===== src/rtl/fft8_unloader_pkg.sv =====
// Shared constants and types for the fft_8 result unloader.
package fft8_unloader_pkg;
    // Default result word: {re, im}, each half signed two's complement.
    localparam int FFT_DW     = 64;
    localparam int RE_MSB     = FFT_DW - 1;
    localparam int RE_LSB     = FFT_DW / 2;
    localparam int IM_MSB     = FFT_DW / 2 - 1;
    localparam int IM_LSB     = 0;

    // Coefficients per frame and width of the coefficient index.
    localparam int FRAME_N    = 8;
    localparam int IDX_W      = 3;

    // Inverse frames are scaled by 1/FRAME_N, i.e. an arithmetic shift.
    localparam int IFFT_SHIFT = 3;

    // Reader FSM.
    typedef enum logic {
        ST_IDLE = 1'b0,
        ST_SEND = 1'b1
    } rd_state_e;
endpackage


===== src/rtl/fft8_unloader_if.sv =====
// Valid/ready result stream leaving the unloader, one coefficient per beat.
interface fft8_unloader_if
    import fft8_unloader_pkg::*;
#(
    parameter int DW = FFT_DW
);
    logic             valid;
    logic             ready;
    logic [DW-1:0]    data;
    logic [IDX_W-1:0] idx;
    logic             last;

    modport master (output valid, data, idx, last, input ready);
    modport slave  (input valid, data, idx, last, output ready);
endinterface


===== src/rtl/fft8_frame_buf.sv =====
// Two-entry ring of whole fft_8 frames (8 words + ifft flag each).
// The writer always has room: the launch credit check upstream guarantees it.
module fft8_frame_buf
    import fft8_unloader_pkg::*;
#(
    parameter int DW = FFT_DW
) (
    input  logic                         clk,
    input  logic                         rst_n,
    input  logic                         wr_en,
    input  logic                         wr_ifft,
    input  logic [FRAME_N-1:0][DW-1:0]   wr_data,
    input  logic                         rd_pop,
    input  logic [IDX_W-1:0]             rd_idx,
    output logic [DW-1:0]                rd_data,
    output logic                         rd_ifft,
    output logic [1:0]                   count
);
    logic [1:0][FRAME_N-1:0][DW-1:0] mem;
    logic [1:0]                      ifft_q;
    logic                            wr_ptr;
    logic                            rd_ptr;

    // Frame storage; contents are only observed while the entry is counted.
    always_ff @(posedge clk) begin
        if (wr_en) begin
            mem[wr_ptr]    <= wr_data;
            ifft_q[wr_ptr] <= wr_ifft;
        end
    end

    // Ring pointers and occupancy; push and pop may land in the same cycle.
    always_ff @(posedge clk or negedge rst_n) begin
        if (!rst_n) begin
            wr_ptr <= 1'b0;
            rd_ptr <= 1'b0;
            count  <= 2'd0;
        end else begin
            if (wr_en)  wr_ptr <= ~wr_ptr;
            if (rd_pop) rd_ptr <= ~rd_ptr;
            count <= count + {1'b0, wr_en} - {1'b0, rd_pop};
        end
    end

    assign rd_data = mem[rd_ptr][rd_idx];
    assign rd_ifft = ifft_q[rd_ptr];
endmodule


===== src/rtl/fft8_unloader.sv =====
// Captures parallel fft_8 results LAT cycles after each launch and
// serialises them k=0..7 onto a valid/ready stream, at most two frames
// outstanding (in flight + buffered).
module fft8_unloader
    import fft8_unloader_pkg::*;
#(
    parameter int LAT = 5,
    parameter int DW  = FFT_DW
) (
    input  logic                  clk,
    input  logic                  rst_n,
    input  logic                  launch,
    input  logic                  launch_ifft,
    input  logic [DW-1:0]         x0,
    input  logic [DW-1:0]         x1,
    input  logic [DW-1:0]         x2,
    input  logic [DW-1:0]         x3,
    input  logic [DW-1:0]         x4,
    input  logic [DW-1:0]         x5,
    input  logic [DW-1:0]         x6,
    input  logic [DW-1:0]         x7,
    output logic                  launch_ok,
    fft8_unloader_if.master       out_if,
    output logic                  ovf
);
    localparam int H = DW / 2;

    logic [FRAME_N-1:0][DW-1:0] xin;
    logic [LAT:1]               vld_pipe;
    logic [LAT:1]               ifft_pipe;
    logic                       launch_acc;
    logic                       arrive;
    logic [3:0]                 inflight;
    logic [1:0]                 buf_cnt;
    logic [DW-1:0]              rd_word;
    logic                       rd_ifft;
    logic [H-1:0]               re_s;
    logic [H-1:0]               im_s;
    rd_state_e                  state, state_nx;
    logic [IDX_W-1:0]           k;
    logic                       hs;
    logic                       last_hs;

    assign xin        = {x7, x6, x5, x4, x3, x2, x1, x0};
    assign launch_acc = launch & launch_ok;
    assign arrive     = vld_pipe[LAT];

    // Frames still travelling through fft_8.
    always_comb begin
        inflight = '0;
        for (int i = 1; i <= LAT; i++) inflight = inflight + 4'(vld_pipe[i]);
    end

    // Credit from registered state only; a frame freed this cycle is not reusable yet.
    assign launch_ok = (inflight + {2'b00, buf_cnt}) < 4'd2;

    // Launch tracker: bit LAT is the frame whose results are on x0..x7 now.
    always_ff @(posedge clk or negedge rst_n) begin
        if (!rst_n) begin
            vld_pipe  <= '0;
            ifft_pipe <= '0;
        end else begin
            vld_pipe[1]  <= launch_acc;
            ifft_pipe[1] <= launch_acc & launch_ifft;
            for (int i = 2; i <= LAT; i++) begin
                vld_pipe[i]  <= vld_pipe[i-1];
                ifft_pipe[i] <= ifft_pipe[i-1];
            end
        end
    end

    // Sticky flag for launches dropped for lack of credit.
    always_ff @(posedge clk or negedge rst_n) begin
        if (!rst_n)                     ovf <= 1'b0;
        else if (launch && !launch_ok)  ovf <= 1'b1;
    end

    fft8_frame_buf #(.DW(DW)) u_buf (
        .clk     (clk),
        .rst_n   (rst_n),
        .wr_en   (arrive),
        .wr_ifft (ifft_pipe[LAT]),
        .wr_data (xin),
        .rd_pop  (last_hs),
        .rd_idx  (k),
        .rd_data (rd_word),
        .rd_ifft (rd_ifft),
        .count   (buf_cnt)
    );

    assign hs      = out_if.valid & out_if.ready;
    assign last_hs = hs & (k == IDX_W'(FRAME_N - 1));

    // Reader next state: an arriving frame counts as buffered so the first
    // word follows capture by one cycle, and a frame arriving on the final
    // handshake keeps SEND running without a bubble.
    always_comb begin
        state_nx = state;
        case (state)
            ST_IDLE: if (buf_cnt != 2'd0 || arrive) state_nx = ST_SEND;
            ST_SEND: if (last_hs && buf_cnt == 2'd1 && !arrive) state_nx = ST_IDLE;
            default: state_nx = ST_IDLE;
        endcase
    end

    // Reader state and coefficient index; k wraps 7->0 on the last beat.
    always_ff @(posedge clk or negedge rst_n) begin
        if (!rst_n) begin
            state <= ST_IDLE;
            k     <= '0;
        end else begin
            state <= state_nx;
            if (hs) k <= k + IDX_W'(1);
        end
    end

    // Inverse scaling: each half shifted right with sign fill, no arithmetic.
    assign re_s = {{IFFT_SHIFT{rd_word[DW-1]}}, rd_word[DW-1:H+IFFT_SHIFT]};
    assign im_s = {{IFFT_SHIFT{rd_word[H-1]}},  rd_word[H-1:IFFT_SHIFT]};

    assign out_if.valid = (state == ST_SEND);
    assign out_if.idx   = k;
    assign out_if.last  = out_if.valid & (k == IDX_W'(FRAME_N - 1));
    assign out_if.data  = !out_if.valid ? '0 :
                          rd_ifft       ? {re_s, im_s} : rd_word;
endmodule

===== src/flat_wrapper.sv =====
// flat-port wrapper written by rule: the top's interface ports become plain ports
module fft8_unloader_flat import fft8_unloader_pkg::*;
#(
    parameter int LAT = 5,
    parameter int DW  = FFT_DW
)
  (clk, rst_n, launch, launch_ifft, x0, x1, x2, x3, x4, x5, x6, x7, launch_ok, ovf, out_if_valid, out_if_data, out_if_idx, out_if_last, out_if_ready);
  fft8_unloader_if #(.DW(DW)) out_if_i ();
  input  logic clk;
  input  logic rst_n;
  input  logic launch;
  input  logic launch_ifft;
  input  logic [DW-1:0] x0;
  input  logic [DW-1:0] x1;
  input  logic [DW-1:0] x2;
  input  logic [DW-1:0] x3;
  input  logic [DW-1:0] x4;
  input  logic [DW-1:0] x5;
  input  logic [DW-1:0] x6;
  input  logic [DW-1:0] x7;
  output logic launch_ok;
  output logic ovf;
  output wire logic [$bits(out_if_i.valid)-1:0] out_if_valid;
  output wire logic [$bits(out_if_i.data)-1:0] out_if_data;
  output wire logic [$bits(out_if_i.idx)-1:0] out_if_idx;
  output wire logic [$bits(out_if_i.last)-1:0] out_if_last;
  input wire logic [$bits(out_if_i.ready)-1:0] out_if_ready;
  assign out_if_valid = out_if_i.valid;
  assign out_if_data = out_if_i.data;
  assign out_if_idx = out_if_i.idx;
  assign out_if_last = out_if_i.last;
  assign out_if_i.ready = out_if_ready;
  fft8_unloader #(.LAT(LAT), .DW(DW)) u_core (.clk(clk), .rst_n(rst_n), .launch(launch), .launch_ifft(launch_ifft), .x0(x0), .x1(x1), .x2(x2), .x3(x3), .x4(x4), .x5(x5), .x6(x6), .x7(x7), .launch_ok(launch_ok), .out_if(out_if_i), .ovf(ovf));
endmodule

===== config.mk =====
export PLATFORM = sky130hd
export DESIGN_NAME = fft8_unloader_flat
export DESIGN_NICKNAME = d
export VERILOG_FILES = /design/src/rtl/fft8_unloader_pkg.sv /design/src/rtl/fft8_unloader_if.sv /design/src/rtl/fft8_frame_buf.sv /design/src/rtl/fft8_unloader.sv /design/src/flat_wrapper.sv
export SDC_FILE = /design/constraint.sdc
export NUM_CORES = 1
export LEC_CHECK = 0
export CAP_MARGIN = 5
export CELL_PAD_IN_SITES_DETAIL_PLACEMENT = 1
export CELL_PAD_IN_SITES_GLOBAL_PLACEMENT = 1
export CORE_MARGIN = 1.5
export CORE_UTILIZATION = 48
export DETAILED_ROUTE_END_ITERATION = 8
export PLACE_DENSITY = 0.79
export SYNTH_ARGS = -nofsm -noshare
export SYNTH_HDL_FRONTEND = slang
export SYNTH_SLANG_ARGS = --single-unit

===== constraint.sdc =====
create_clock -name clk -period 34.3 [get_ports clk]
set_input_delay 6.86 -clock clk [delete_from_list [all_inputs] [get_ports clk]]
set_output_delay 6.86 -clock clk [all_outputs]
set_load 0.03 [all_outputs]

==> results_dict.tcl <==
set metrics [dict create \
    worstMarginPinSlew_ns 1.18 \
    gp_congestion 0.827 \
    cts_tree "built" \
    start_kind "flop" \
    fp.dieW_um 293 \
    cp.arrival_ns 5.83 \
    critical_path.max_fanout 69 \
    wirelength_um 113000 \
    p_leak_nw 16.6 \
    synth_compound_area_share_pct 2.36 \
    syn_area_um2 40500 \
    fp.coreArea_um2 83600 \
    skew_ns 0.0204 \
    post-route-util_pct 60.8 \
    grt_pass1_vias 23112 \
    initial_core_util_pct 48.4 \
    rsz0062_at_grt "no" \
    min_path_type "flop to flop" \
    final_cells 3598 \
    yosys_warnings 0 \
    cts_root_buf "clkbuf_16" \
    hold_viol 0 \
    hpwl_um 74900 \
    synth.distinct_cells 40 \
    ctsHoldBuffers 0 \
    dieArea_um2 86100 \
    netlist_instances 1760 \
    cts_htree_levels 3 \
    drv_slew 0 \
    drt_iter0_drc 1720 \
    io_buffers 587 \
    worstSetupEndpointType "output pin" \
    clock_sinks 1045 \
    drc_errors 0 \
    synthFlopType "edfxtp_1" \
    post-place-cells 3355 \
    rows 106 \
    setup_tns_ns 0 \
    crit_required_ns 27.44 \
    async_reset_ff_share_pct 1.82 \
    setup_viol 0 \
    vias 21166 \
    synth_area_per_cell_um2 23.0 \
    grt_overflow_total 0 \
    drtAntennaViolNets 0 \
    synth_xor_area_share_pct 0.108 \
    cap_violations 0 \
    cts_resized 0 \
    path_clk_slew_ns 0.06 \
    track_usage_pct 25.9 \
    numCtsBuffers 107 \
    clock_path_buffers 3 \
    grt_pass1_wl_um 159000 \
    vias_per_cell 5.88 \
    min_period_ns 12.69 \
    yosys.area_share.simple_pct 1.08 \
    drt-wirelength-per-cell_um 31.4 \
    clk_latency_ns 0.65 \
    fmax_ghz 0.0788 \
    yosysSeqAreaShare_pct 77.3 \
    cts_setup_buffers 0 \
    grt_max_degree 183 \
    area_growth_syn_to_layout_pct 25.6 \
    period_share_pct 37.0 \
    nets 2911 \
    power_density_nw_per_um2 90.3 \
    num_io_pins 588 \
    synth_fa_ha_area_share_pct 0.346 \
    synth_top_family_by_area "multiplexers" \
    total_power_mw 4.59 \
    antenna_found_initial 70 \
    status "completed" \
    relSlewSlack_pct 21.5 \
    synth.area.mux_share_pct 17.3 \
    synth-seq-cells 1045 \
    drive_gt1_share_pct 17.8 \
    ir_worst_vdd_mv 0.0643 \
    dieHeight_um 293 \
    synth-edff-count 1026 \
    dr.pass1.iters 5 \
    syn-num-nets 2287 \
    critPathKind "flop to output pin" \
]
cells in the final DEF, fill, tap and decap left out, drive strengths merged, types with 11 or more instances in the layout:
cell type	n
buf	25
dfrtp	19
a22o	13
o221ai	12
clkbuf	140
o22ai	85
mux2i	119
or2	38
nor2	11
o22a	12
edfxtp	1026
mux4	253
diode	51
clkdlybuf4s50	587
inv	15
clkinv	41
cells by family after synthesis:
logic type	after synthesis
AO/OA/AOI/OAI	135
XOR/XNOR	5
adder cells (fa/ha/maj)	10
buffers and inverters	108
flip-flops	1045
multiplexers	381
AND/OR/NAND/NOR	76
where the power goes:
| part | total (mW) | internal (mW) | switching [mW] |
|---|---|---|---|
| clock | 1.10 | 0.618 | 0.480 |
| combinational | 1.73 | 0.724 | 1.00 |
| sequential | 1.77 | 1.67 | 0.101 |
state kept, by name, summed over array words and instances (netlist names):
name,cells
u_core.ifft_pipe,5
u_core.u_buf.mem,1024
u_core.u_buf.count,2
u_core.out_if.valid,1
u_core.out_if.idx,3
u_core.u_buf.rd_ptr,1
u_core.u_buf.ifft_q,2
u_core.ovf,1
u_core.u_buf.wr_ptr,1
u_core.vld_pipe,5
per-stage QoR:
| stage | area (um^2) | setup WS [ns] | hold slack (ns) |
|---|---|---|---|
| after floorplan | 40500 | 11.25 | 0.331 |
| after global placement | 47400 | 22.31 | 0.338 |
| after detailed placement | 47400 | 22.21 | 0.337 |
| after CTS | 50700 | 21.45 | 0.353 |
| after global routing | 50800 | 21.32 | 0.356 |
| final | 50800 | 21.61 | 0.350 |
cells in the mapped netlist, types with 3 or more instances:
cell | n | area share [%]
mux2i_1 | 118 | 2.9
nand3_1 | 6 | 0.074
or2_1 | 38 | 0.59
o32ai_1 | 3 | 0.065
nor2_1 | 11 | 0.10
nand3b_1 | 3 | 0.056
nand2_1 | 4 | 0.037
a22o_1 | 13 | 0.28
o22a_1 | 12 | 0.26
dfrtp_1 | 19 | 1.2
o221ai_1 | 12 | 0.26
buf_6 | 21 | 0.58
buf_1 | 9 | 0.083
and2_1 | 4 | 0.062
xnor2_1 | 3 | 0.065
nor2b_1 | 5 | 0.077
clkbuf_1 | 31 | 0.29
a21oi_1 | 3 | 0.037
mux2_2 | 9 | 0.25
edfxtp_1 | 1026 | 76
inv_1 | 11 | 0.10
ha_1 | 8 | 0.25
buf_2 | 30 | 0.37
buf_4 | 6 | 0.11
o22ai_1 | 85 | 1.3
mux4_2 | 253 | 14
critical path: stages, from the launching register on:
cell and delay (ns):
dfrtp_4 1.03, buf_4 0.90, buf_4 0.88, mux4_2 0.43, mux2i_1 0.52, o22ai_1 0.30, or2_1 0.31, clkdlybuf4s50_1 0.66
worst paths after layout:
path | to | cells after the start | slack [ns] | from
worst max-delay path | out_if_data[5] | 7 | 21.61 | u_core.out_if.idx[1]$_DFFE_PN0P_
worst min-delay path | u_core.ifft_pipe[4]$_DFF_PN0_ | 0 | 0.35 | u_core.ifft_pipe[3]$_DFF_PN0_
worst max register to register | u_core.u_buf.mem[497]$_DFFE_PP_ | 5 | 29.66 | u_core.vld_pipe[5]$_DFF_PN0_
worst min register to register | u_core.ifft_pipe[4]$_DFF_PN0_ | 0 | 0.35 | u_core.ifft_pipe[3]$_DFF_PN0_
max in group asynchronous | u_core.out_if.idx[0]$_DFFE_PN0P_ | 1 | 26.89 | rst_n
min in group asynchronous | u_core.u_buf.count[1]$_DFF_PN0_ | 1 | 6.73 | rst_n
routing by layer:
metal	routed length (um)	part of all wire, %	vias to the layer above	global-route usage [%]
li1	-	-	8859	-
met1	41500	37	11141	31.3
met2	57200	51	889	43.0
met3	9450	8.4	231	7.93
met4	4330	3.8	46	11.1
met5	322	0.29	-	0
area by class of cell:
class	instances	area (um^2)
Timing Repair Buffer	612	6100
Tap cell	1080	1350
Inverter	11	41.3
Multi-Input combinational cell	607	8630
Fill cell	7009	32700
Clock inverter	52	450
Sequential cell	1045	31300
Antenna cell	51	128
Clock buffer	140	2820
No activity file was read; power rests on OpenSTA's default activity.
